$ cat config.mk
export PLATFORM = sky130hd
export DESIGN_NAME = btb_ras_predictor
export DESIGN_NICKNAME = d
export VERILOG_FILES = /design/src/rtl/btb_ras_predictor.sv
export SDC_FILE = /design/constraint.sdc
export NUM_CORES = 2
export LEC_CHECK = 0
export ABC_AREA = 1
export CAP_MARGIN = 20
export CORE_MARGIN = 1
export CORE_UTILIZATION = 55
export DETAILED_ROUTE_END_ITERATION = 7
export PLACE_DENSITY = 0.81
export SYNTH_ARGS = -nofsm -noshare
export SYNTH_HDL_FRONTEND = slang
export SYNTH_SLANG_ARGS = --single-unit
$ cat constraint.sdc
create_clock -name clk_i -period 5.9 [get_ports clk_i]
set_clock_uncertainty 0.05 [all_clocks]
set_input_delay 1.18 -clock clk_i [delete_from_list [all_inputs] [get_ports clk_i]]
set_output_delay 1.18 -clock clk_i [all_outputs]
set_load 0.01 [all_outputs]
$ cat src/rtl/btb_ras_predictor.sv
// Branch target buffer plus return-address stack with a one-cycle
// registered prediction; the package holds the fetch/execute bundles.
//
// Ports:
//   clk_i, rst_ni            clock, asynchronous active-low reset
//   flush_i                  pipeline flush (drops lookup, empties RAS)
//   fetch_valid_i/pc_i       lookup request and fetch PC
//   ras_push_i/addr_i        predecoded call and its return address
//   ras_pop_i                predecoded return
//   bju_i                    resolved control flow from execute
//   bpu_valid_o/bpu_o        registered prediction (cf, predict_addr)

package btb_ras_pkg;

    typedef enum logic [2:0] {
        CF_NONE   = 3'd0,
        CF_BRANCH = 3'd1,
        CF_JAL    = 3'd2,
        CF_JALR   = 3'd3,
        CF_RET    = 3'd4
    } cf_t;

    typedef struct packed {
        logic        valid;
        logic [31:0] pc;
        logic [31:0] target_address;
        logic        is_mispredict;
        logic        is_taken;
        cf_t         cf;
    } bju_t;

    typedef struct packed {
        cf_t         cf;
        logic [31:0] predict_addr;
    } bpu_t;

endpackage

module btb_ras_predictor
    import btb_ras_pkg::*;
#(
    parameter int BTB_ENTRIES = 16,
    parameter int RAS_DEPTH   = 8
) (
    input  logic        clk_i,
    input  logic        rst_ni,
    input  logic        flush_i,
    input  logic        fetch_valid_i,
    input  logic [31:0] fetch_pc_i,
    input  logic        ras_push_i,
    input  logic [31:0] ras_push_addr_i,
    input  logic        ras_pop_i,
    input  bju_t        bju_i,
    output logic        bpu_valid_o,
    output bpu_t        bpu_o
);

    localparam int IDX = $clog2(BTB_ENTRIES);
    localparam int TW  = 31 - IDX;
    localparam int PW  = $clog2(RAS_DEPTH);
    localparam int CW  = PW + 1;

    // BTB storage
    logic            btb_vld_q [BTB_ENTRIES];
    logic [TW-1:0]   btb_tag_q [BTB_ENTRIES];
    cf_t             btb_cf_q  [BTB_ENTRIES];
    logic [31:0]     btb_tgt_q [BTB_ENTRIES];
    logic [1:0]      btb_cnt_q [BTB_ENTRIES];

    // RAS storage: ptr is the next free slot, top lives at ptr-1
    logic [31:0]     ras_q [RAS_DEPTH];
    logic [PW-1:0]   ras_ptr_q, ras_ptr_d;
    logic [CW-1:0]   ras_cnt_q, ras_cnt_d;
    logic [PW-1:0]   ras_ptr_m1;
    logic            ras_we;
    logic [PW-1:0]   ras_waddr;

    // Registered prediction
    logic            bpu_valid_q, bpu_valid_d;
    bpu_t            bpu_q, bpu_d;
    bpu_t            pred;

    // Lookup side
    logic [IDX-1:0]  f_idx;
    logic [TW-1:0]   f_tag;
    logic            f_hit;

    // Update side
    logic [IDX-1:0]  b_idx;
    logic [TW-1:0]   b_tag;
    logic            b_hit;
    logic            b_br;
    logic            br_upd;
    logic            br_alloc;
    logic            ind_wr;
    logic [1:0]      cnt_nxt;

    // Bit 0 of a halfword-aligned PC carries no information
    logic            unused_pc_lsb;
    assign unused_pc_lsb = fetch_pc_i[0] ^ bju_i.pc[0];

    assign ras_ptr_m1 = ras_ptr_q - PW'(1);

    // ------------------------------------------------------------
    // Lookup: reads state as it stood before this edge
    // ------------------------------------------------------------
    assign f_idx = fetch_pc_i[IDX:1];
    assign f_tag = fetch_pc_i[31:IDX+1];
    assign f_hit = btb_vld_q[f_idx] && (btb_tag_q[f_idx] == f_tag);

    always_comb begin
        pred = '0;
        if (f_hit) begin
            case (btb_cf_q[f_idx])
                CF_BRANCH: begin
                    if (btb_cnt_q[f_idx][1]) begin
                        pred.cf           = CF_BRANCH;
                        pred.predict_addr = btb_tgt_q[f_idx];
                    end
                end
                CF_JALR: begin
                    pred.cf           = CF_JALR;
                    pred.predict_addr = btb_tgt_q[f_idx];
                end
                CF_RET: begin
                    if (ras_cnt_q != '0) begin
                        pred.cf           = CF_RET;
                        pred.predict_addr = ras_q[ras_ptr_m1];
                    end
                end
                default: ;
            endcase
        end
    end

    always_comb begin
        bpu_valid_d = fetch_valid_i && !flush_i;
        bpu_d       = '0;
        if (bpu_valid_d) begin
            bpu_d = pred;
        end
    end

    always_ff @(posedge clk_i or negedge rst_ni) begin
        if (!rst_ni) begin
            bpu_valid_q <= 1'b0;
            bpu_q       <= '0;
        end else begin
            bpu_valid_q <= bpu_valid_d;
            bpu_q       <= bpu_d;
        end
    end

    assign bpu_valid_o = bpu_valid_q;
    assign bpu_o       = bpu_q;

    // ------------------------------------------------------------
    // BTB update from execute (applied even during a flush)
    // ------------------------------------------------------------
    assign b_idx = bju_i.pc[IDX:1];
    assign b_tag = bju_i.pc[31:IDX+1];
    assign b_hit = btb_vld_q[b_idx] && (btb_tag_q[b_idx] == b_tag);

    assign b_br     = bju_i.valid && (bju_i.cf == CF_BRANCH);
    assign br_upd   = b_br && b_hit;
    assign br_alloc = b_br && !b_hit && bju_i.is_taken;
    assign ind_wr   = bju_i.valid && bju_i.is_mispredict &&
                      ((bju_i.cf == CF_JALR) || (bju_i.cf == CF_RET));

    always_comb begin
        cnt_nxt = btb_cnt_q[b_idx];
        if (bju_i.is_taken) begin
            if (cnt_nxt != 2'd3) cnt_nxt = cnt_nxt + 2'd1;
        end else begin
            if (cnt_nxt != 2'd0) cnt_nxt = cnt_nxt - 2'd1;
        end
    end

    always_ff @(posedge clk_i or negedge rst_ni) begin
        if (!rst_ni) begin
            for (int i = 0; i < BTB_ENTRIES; i++) begin
                btb_vld_q[i] <= 1'b0;
                btb_tag_q[i] <= '0;
                btb_cf_q[i]  <= CF_NONE;
                btb_tgt_q[i] <= '0;
                btb_cnt_q[i] <= 2'd0;
            end
        end else if (br_alloc || ind_wr) begin
            btb_vld_q[b_idx] <= 1'b1;
            btb_tag_q[b_idx] <= b_tag;
            btb_cf_q[b_idx]  <= bju_i.cf;
            btb_tgt_q[b_idx] <= bju_i.target_address;
            // A fresh branch starts weakly taken
            btb_cnt_q[b_idx] <= br_alloc ? 2'd2 : 2'd0;
        end else if (br_upd) begin
            btb_cnt_q[b_idx] <= cnt_nxt;
            if (bju_i.is_taken) begin
                btb_tgt_q[b_idx] <= bju_i.target_address;
            end
        end
    end

    // ------------------------------------------------------------
    // RAS control
    // ------------------------------------------------------------
    always_comb begin
        ras_ptr_d = ras_ptr_q;
        ras_cnt_d = ras_cnt_q;
        ras_we    = 1'b0;
        ras_waddr = ras_ptr_q;
        if (flush_i) begin
            ras_ptr_d = '0;
            ras_cnt_d = '0;
        end else if (ras_push_i && (!ras_pop_i || ras_cnt_q == '0)) begin
            // Plain push; push+pop on an empty stack behaves the same
            ras_we    = 1'b1;
            ras_waddr = ras_ptr_q;
            ras_ptr_d = ras_ptr_q + PW'(1);
            if (ras_cnt_q != CW'(RAS_DEPTH)) begin
                ras_cnt_d = ras_cnt_q + CW'(1);
            end
        end else if (ras_push_i) begin
            // Call in the same slot as a return: replace the top
            ras_we    = 1'b1;
            ras_waddr = ras_ptr_m1;
        end else if (ras_pop_i && ras_cnt_q != '0) begin
            ras_ptr_d = ras_ptr_m1;
            ras_cnt_d = ras_cnt_q - CW'(1);
        end
    end

    always_ff @(posedge clk_i or negedge rst_ni) begin
        if (!rst_ni) begin
            ras_ptr_q <= '0;
            ras_cnt_q <= '0;
        end else begin
            ras_ptr_q <= ras_ptr_d;
            ras_cnt_q <= ras_cnt_d;
        end
    end

    always_ff @(posedge clk_i or negedge rst_ni) begin
        if (!rst_ni) begin
            for (int i = 0; i < RAS_DEPTH; i++) begin
                ras_q[i] <= '0;
            end
        end else if (ras_we) begin
            ras_q[ras_waddr] <= ras_push_addr_i;
        end
    end

endmodule
# Word-level counts from Yosys, hierarchy flattened
# Cells that the tools add are included.
[classes]
addsub = 6
order_cmp = 6
n_eq_ne = 12
n_mux = 74
n_bitwise = 5
reduce_logical = 28
[op_table]
columns = ["op", "count"]
rows = [
  ["$mux W512", 3],
  ["$bwmux W512", 1],
  ["$bwmux W432", 1],
  ["$bwmux W256", 1],
  ["$mux W32", 8],
  ["$bmux W27 S4", 2],
  ["$mux W27", 5],
  ["$bmux W32 S4", 1],
  ["$demux W32 S4", 1],
  ["$demux W27 S4", 1],
  ["$mux W35", 3],
  ["$pmux W35 S3", 1],
  ["$bmux W32 S3", 1],
  ["$demux W32 S3", 1],
  ["$bwmux W32", 2],
  ["$eq A27 B27 Y1", 2],
  ["$bwmux W48", 1],
  ["$mux W33", 1],
  ["$mux W3", 10],
  ["$mux W4", 5],
  ["$mux W2", 9],
  ["$bmux W2 S4", 2],
  ["$or A16 B16 Y16", 1],
  ["$logic_and A1 B1 Y1", 13],
  ["32 further kinds", 55],
]
[totals]
register_bits = 1339
out_inout_bits = 36

# Depth between registers and ports, before layout
[logic_depth]
ltp_word = 12
depth_mapped = 25
ltp_nobuf = 20

# Worst setup path before layout
# OpenSTA, ideal clock, no wires.
[synth_path]
kind = "in2reg"
start = "input port bju_i[38] in the netlist's numbering"
end = "register btb_tag_q[208] in the netlist's numbering"
setup_ns = 0.136
t_arrival_ns = 3.217
required_ns = 5.714
slack_ns = 2.498
stages = 21
cell_sequence = "buf_6 buf_8 nor2_8 buf_2 nand2_1 nand4_1 nand2_1 nand2_1 nor2_1 nand2_1 nand2_1 nor2_1 nand3_1 nor2_1 nand2_1 nand2_1 nand2_2 buf_8 nand2_4 buf_2 o21ai_0"
[synth_between]
elab_chain_cells = 10
elab_cells_between_ends = 19
classes_between = "order compare: 2; eq/ne: 1; mux: 9; bitwise: 1; reduce/logical: 6"
[synth_lines]
columns = ["element", "line", "text"]
rows = [
  ["start: declaration", "53", "input bju_t bju_i,"],
  ["$not A4 Y5 (not written as such) (*)", "162, 190", ""],
  ["$bmux W27 S4", "162", "assign b_hit = btb_vld_q[b_idx] && (btb_tag_q[b_idx] == b_tag);"],
  ["$mux W27 (not written as such) (2 in series)", "162", ""],
  ["$eq A27 B27 Y1", "162", ""],
  ["$logic_and A1 B1 Y1", "162", ""],
  ["$logic_not A1 Y1", "166", "assign br_alloc = b_br && !b_hit && bju_i.is_taken;"],
  ["$logic_and A1 B1 Y1 (2 in series)", "166", ""],
  ["$logic_or A1 B1 Y1", "188", "end else if (br_alloc || ind_wr) begin"],
  ["end signal: indexed assignment", "190", "btb_tag_q[b_idx] <= b_tag;"],
  ["end: declaration", "65", "logic [TW-1:0] btb_tag_q [BTB_ENTRIES];"],
]
# Every way passes the cells marked *; elsewhere a longest branch is shown, timed or not. The select of a mux whose other input is x is not followed.
# A chain may end at the register's enable or synchronous reset.

# Final worst setup path
[layout_path]
start = "register ras_ptr_q[0]"
end = "register ras_q[132] in the netlist's numbering"
[layout_between]
elab_chain_cells = 10
elab_cells_between_ends = 11
classes_between = "add/sub: 1; order compare: 2; mux: 6; bitwise: 1; reduce/logical: 1"
[layout_lines]
columns = ["element", "line", "text"]
rows = [
  ["start: declaration", "72", "logic [PW-1:0] ras_ptr_q, ras_ptr_d;"],
  ["start signal: assignment", "237", "ras_ptr_q <= ras_ptr_d;"],
  ["$sub A3 B1 Y3", "102", "assign ras_ptr_m1 = ras_ptr_q - PW'(1);"],
  ["$mux W3", "222", "end else if (ras_push_i) begin"],
  ["$mux W3", "214", "end else if (ras_push_i && (!ras_pop_i || ras_cnt_q == '0)) begin"],
  ["$mux W3 (*)", "211", "if (flush_i) begin"],
  ["$not A3 Y4 (not written as such) (*)", "248", "ras_q[ras_waddr] <= ras_push_addr_i;"],
  ["$ge A4 B4 Y1 (not written as such) or $lt A4 B1 Y1 (tied branches)", "248", ""],
  ["$logic_and A1 B1 Y1 (not written as such)", "248", ""],
  ["$mux W32 (not written as such)", "248", ""],
  ["$demux W32 S3 (*)", "248", ""],
  ["$bwmux W256 (*)", "248", ""],
  ["end signal: indexed assignment", "248", ""],
  ["end: declaration", "71", "logic [31:0] ras_q [RAS_DEPTH];"],
]
# Every way passes the cells marked *; elsewhere a longest branch is shown, timed or not.

==> qor.txt <==
Die X: 346 µm
Seq cells post-synth: 1,339
Internal power: 18.3 mW
Die Ht: 346 µm
Wire length per cell: 20.7 µm
Post-synth net total: 8,538
Total Die Area: 120,000 µm²
Share of the synthesized area in the top cell type: 51.4%
Initial antenna violation count: 4
Number of setup buffers added after CTS: 0
Count leader, synth: nand2_1
Non-filler cells in the finished layout: 9,833
Layout cells sized above 1: 5.48%
I/O Buffers: 173
Placer congestion estimate: 0.900
Routed vias: 60.3k
Initial Util: 55.8%
Number of global-route vias before repair: 57.1k
Seq pwr share: 45.3%
Initial DRC count: 7,719
Slew Limit Fails: 0
Minimum clock period: 4.82 ns
Core ar.: 117,000 µm²
Crit path kind: register to register
H-Tree Level Count: 4
Critical Path Start: ras_ptr_q[0]
RSZ-0062 raised after global routing: false
Ys async rst share: 100%
Area Growth Syn to Fin: 11.3%
Logic pwr share: 20.6%
Syn_area_per_cell: 7.76 µm²
Register area share after synthesis: 51.4%
Clock Sinks: 1,339
All-Layer GR Usage: 33.6%
Clock slew at reported path FFs: 0.06 ns
DP Wirelength: 114 mm
Hold buffers post-CTS: 0
CP arrival: 5.42 ns
Critical path peak fanout: 44
Leakage Power: 33.7 nW
Outcome: completed
R2R cell count: 13
Worst min path class: primary input to asynchronous set/reset pin
Worst R2R Start: ras_ptr_q[0]
Total global routing overflow: 0
Switch Pwr: 8.63 mW
Clock latency on the worst-skew pair: 0.79 ns
Final hold vios: 0
Setup crit end: ras_q[132]
Max cap viols: 0
Post-cts sizing count: 0
Total power: 27.0 mW
Num ports: 176
Synthesized area: 65,100 µm²
CTS tree: done
EDFF count, synth: 0
Actual slew at the worst max-slew pin: 1.17 ns
R2r endpoint: ras_q[132]
FMAX: 0.207 GHz
PD cells: 372 nW/µm²
Clk Tree Root Cell: clkbuf_16
Distinct cells, synth: 44
Row cnt: 125
Fill cell count: 9,578
Crit start category: register
Clock network fraction of total power: 34.1%
DRC viols: 0
Top FF cell, synth: dfrtp_1
Top post-synthesis cells by count: 2,696 x nand2_1, 1,641 x o21ai_0, 1,339 x dfrtp_1
Number of nets in the layout: 8,337
Ranking of synthesized cells by area: dfrtp_1 51%, nand2_1 16%, o21ai_0 13%
Post-route setup TNS: 0 ns
First-pass GRT wire length: 319 mm
Peak VDD IR: 0.000360 V
Final Setup Violations: 0
Largest net degree at the start of global routing: 176
Worst endpoint required time: 6.50 ns
Rel. slew slack: 21.7%
Inst Count DP: 9,573
DR pass1 iterations: 8
Sw frac: 32.0%
CTS max path bufs: 3
Final Cycle Share: 81.7%
Vias per cell: 6.13
Setup slack, reg-to-reg: 1.08 ns
Inserted Clock Buffers: 141
Yosys warns: 0
Worst setup EP type: register
Drt total wl: 203 mm
Fin util: 62.1%
DRT antenna net count: 0
Post-synthesis cell type with the largest combined area: dfrtp_1
Synthesized netlist cell count: 8,393
[critical path, cell delays in order (launching register included)]
cell	delay [ns]
dfrtp_4	0.76
clkinv_2	0.60
ha_2	0.42
xnor2_2	0.12
buf_4	0.47
inv_1	0.08
buf_4	0.32
o21ai_0	0.36
inv_1	0.12
nor2_1	0.20
nand2_2	0.49
buf_4	0.45
nand2_1	0.11
o21ai_0	0.09
[power by group through the flow]
| stage | logic (mW) | registers [mW] | clock network (mW) |
|---|---|---|---|
| detailed placement | 5.42 | 12.3 | 0 |
| global route | 6.31 | 12.4 | 9.60 |
| CTS | 5.49 | 12.2 | 9.24 |
| floorplan | 3.88 | 12.0 | 0 |
| global placement | 5.19 | 12.2 | 0 |
| finish | 5.55 | 12.2 | 9.19 |
[stage by stage]
step / hold slack (ns) / setup slack (ns) / instance area (µm²)
4_1_cts: 0.346 / 1.16 / 72500
3_5_place_dp: 0.399 / 0.617 / 67700
5_1_grt: 0.374 / 0.709 / 72500
2_1_floorplan: 0.381 / 2.50 / 65100
6_report: 0.328 / 1.08 / 72500
3_3_place_gp: 0.392 / 0.655 / 67700
[logic make-up after synthesis]
kind of cell	after synthesis	synth area share (%)
adder cells (fa/ha/maj)	5	0.108
flip-flops	1339	51.4
AND/OR/NAND/NOR	3663	22.2
XOR/XNOR	14	0.188
buffers and inverters	1014	6.53
AO/OA/AOI/OAI	2358	19.5
[worst min-delay path by stage]
| stage | endpoint | slack [ns] | cells after the start |
|---|---|---|---|
| after global routing | btb_tag_q[39] | 0.37 | 1 |
| after CTS | btb_tag_q[39] | 0.35 | 1 |
| after detailed placement | btb_vld_q[9] | 0.40 | 2 |
| final | btb_tag_q[12] | 0.33 | 1 |
| after global placement | btb_vld_q[9] | 0.39 | 2 |
| after floorplan | btb_vld_q[13] | 0.38 | 2 |
[per-layer routing]
metal | track usage [%] | wire length [µm]
met4 | 17.2 | 10600
met2 | 52.0 | 91100
met5 | 0 | 40
met3 | 7.87 | 24500
met1 | 44.4 | 77100
[registers in the layout, summed over array words and instances, names as in the netlist]
name and cells:
bpu_o 35, bpu_valid_o 1, btb_cf_q 48, btb_cnt_q 32, btb_tag_q 432, btb_tgt_q 512
btb_vld_q 16, ras_cnt_q 4, ras_ptr_q 3, ras_q 256
[final cells by class]
class / count / area, µm² / area share, %
Sequential cell: 1339 / 33500 / 46.2
Inverter: 352 / 1350 / 1.86
Timing Repair Buffer: 318 / 3430 / 4.74
Clock inverter: 44 / 606 / 0.835
Clock buffer: 213 / 4210 / 5.81
Tap cell: 1524 / 1910 / 2.63
Antenna cell: 3 / 7.51 / 0.0104
Multi-Input combinational cell: 6040 / 27500 / 37.9
[cell usage in the layout, fill, tap and decap left out, types with 32 or more instances in the layout]
cell / synthesis / final
a21oi_1: 197 / 197
buf_12: 0 / 47
buf_4: 59 / 100
clkbuf_1: 447 / 32
clkbuf_16: 0 / 142
clkbuf_8: 0 / 39
clkdlybuf4s50_1: 0 / 166
dfrtp_1: 1339 / 1338
inv_1: 345 / 342
nand2_1: 2696 / 2666
nand3_1: 415 / 415
nor2_1: 493 / 491
o211ai_1: 110 / 110
o21ai_0: 1641 / 1641
o21ai_1: 224 / 223
o221ai_1: 112 / 112
Note: power is estimated with default switching activity, not from simulation.
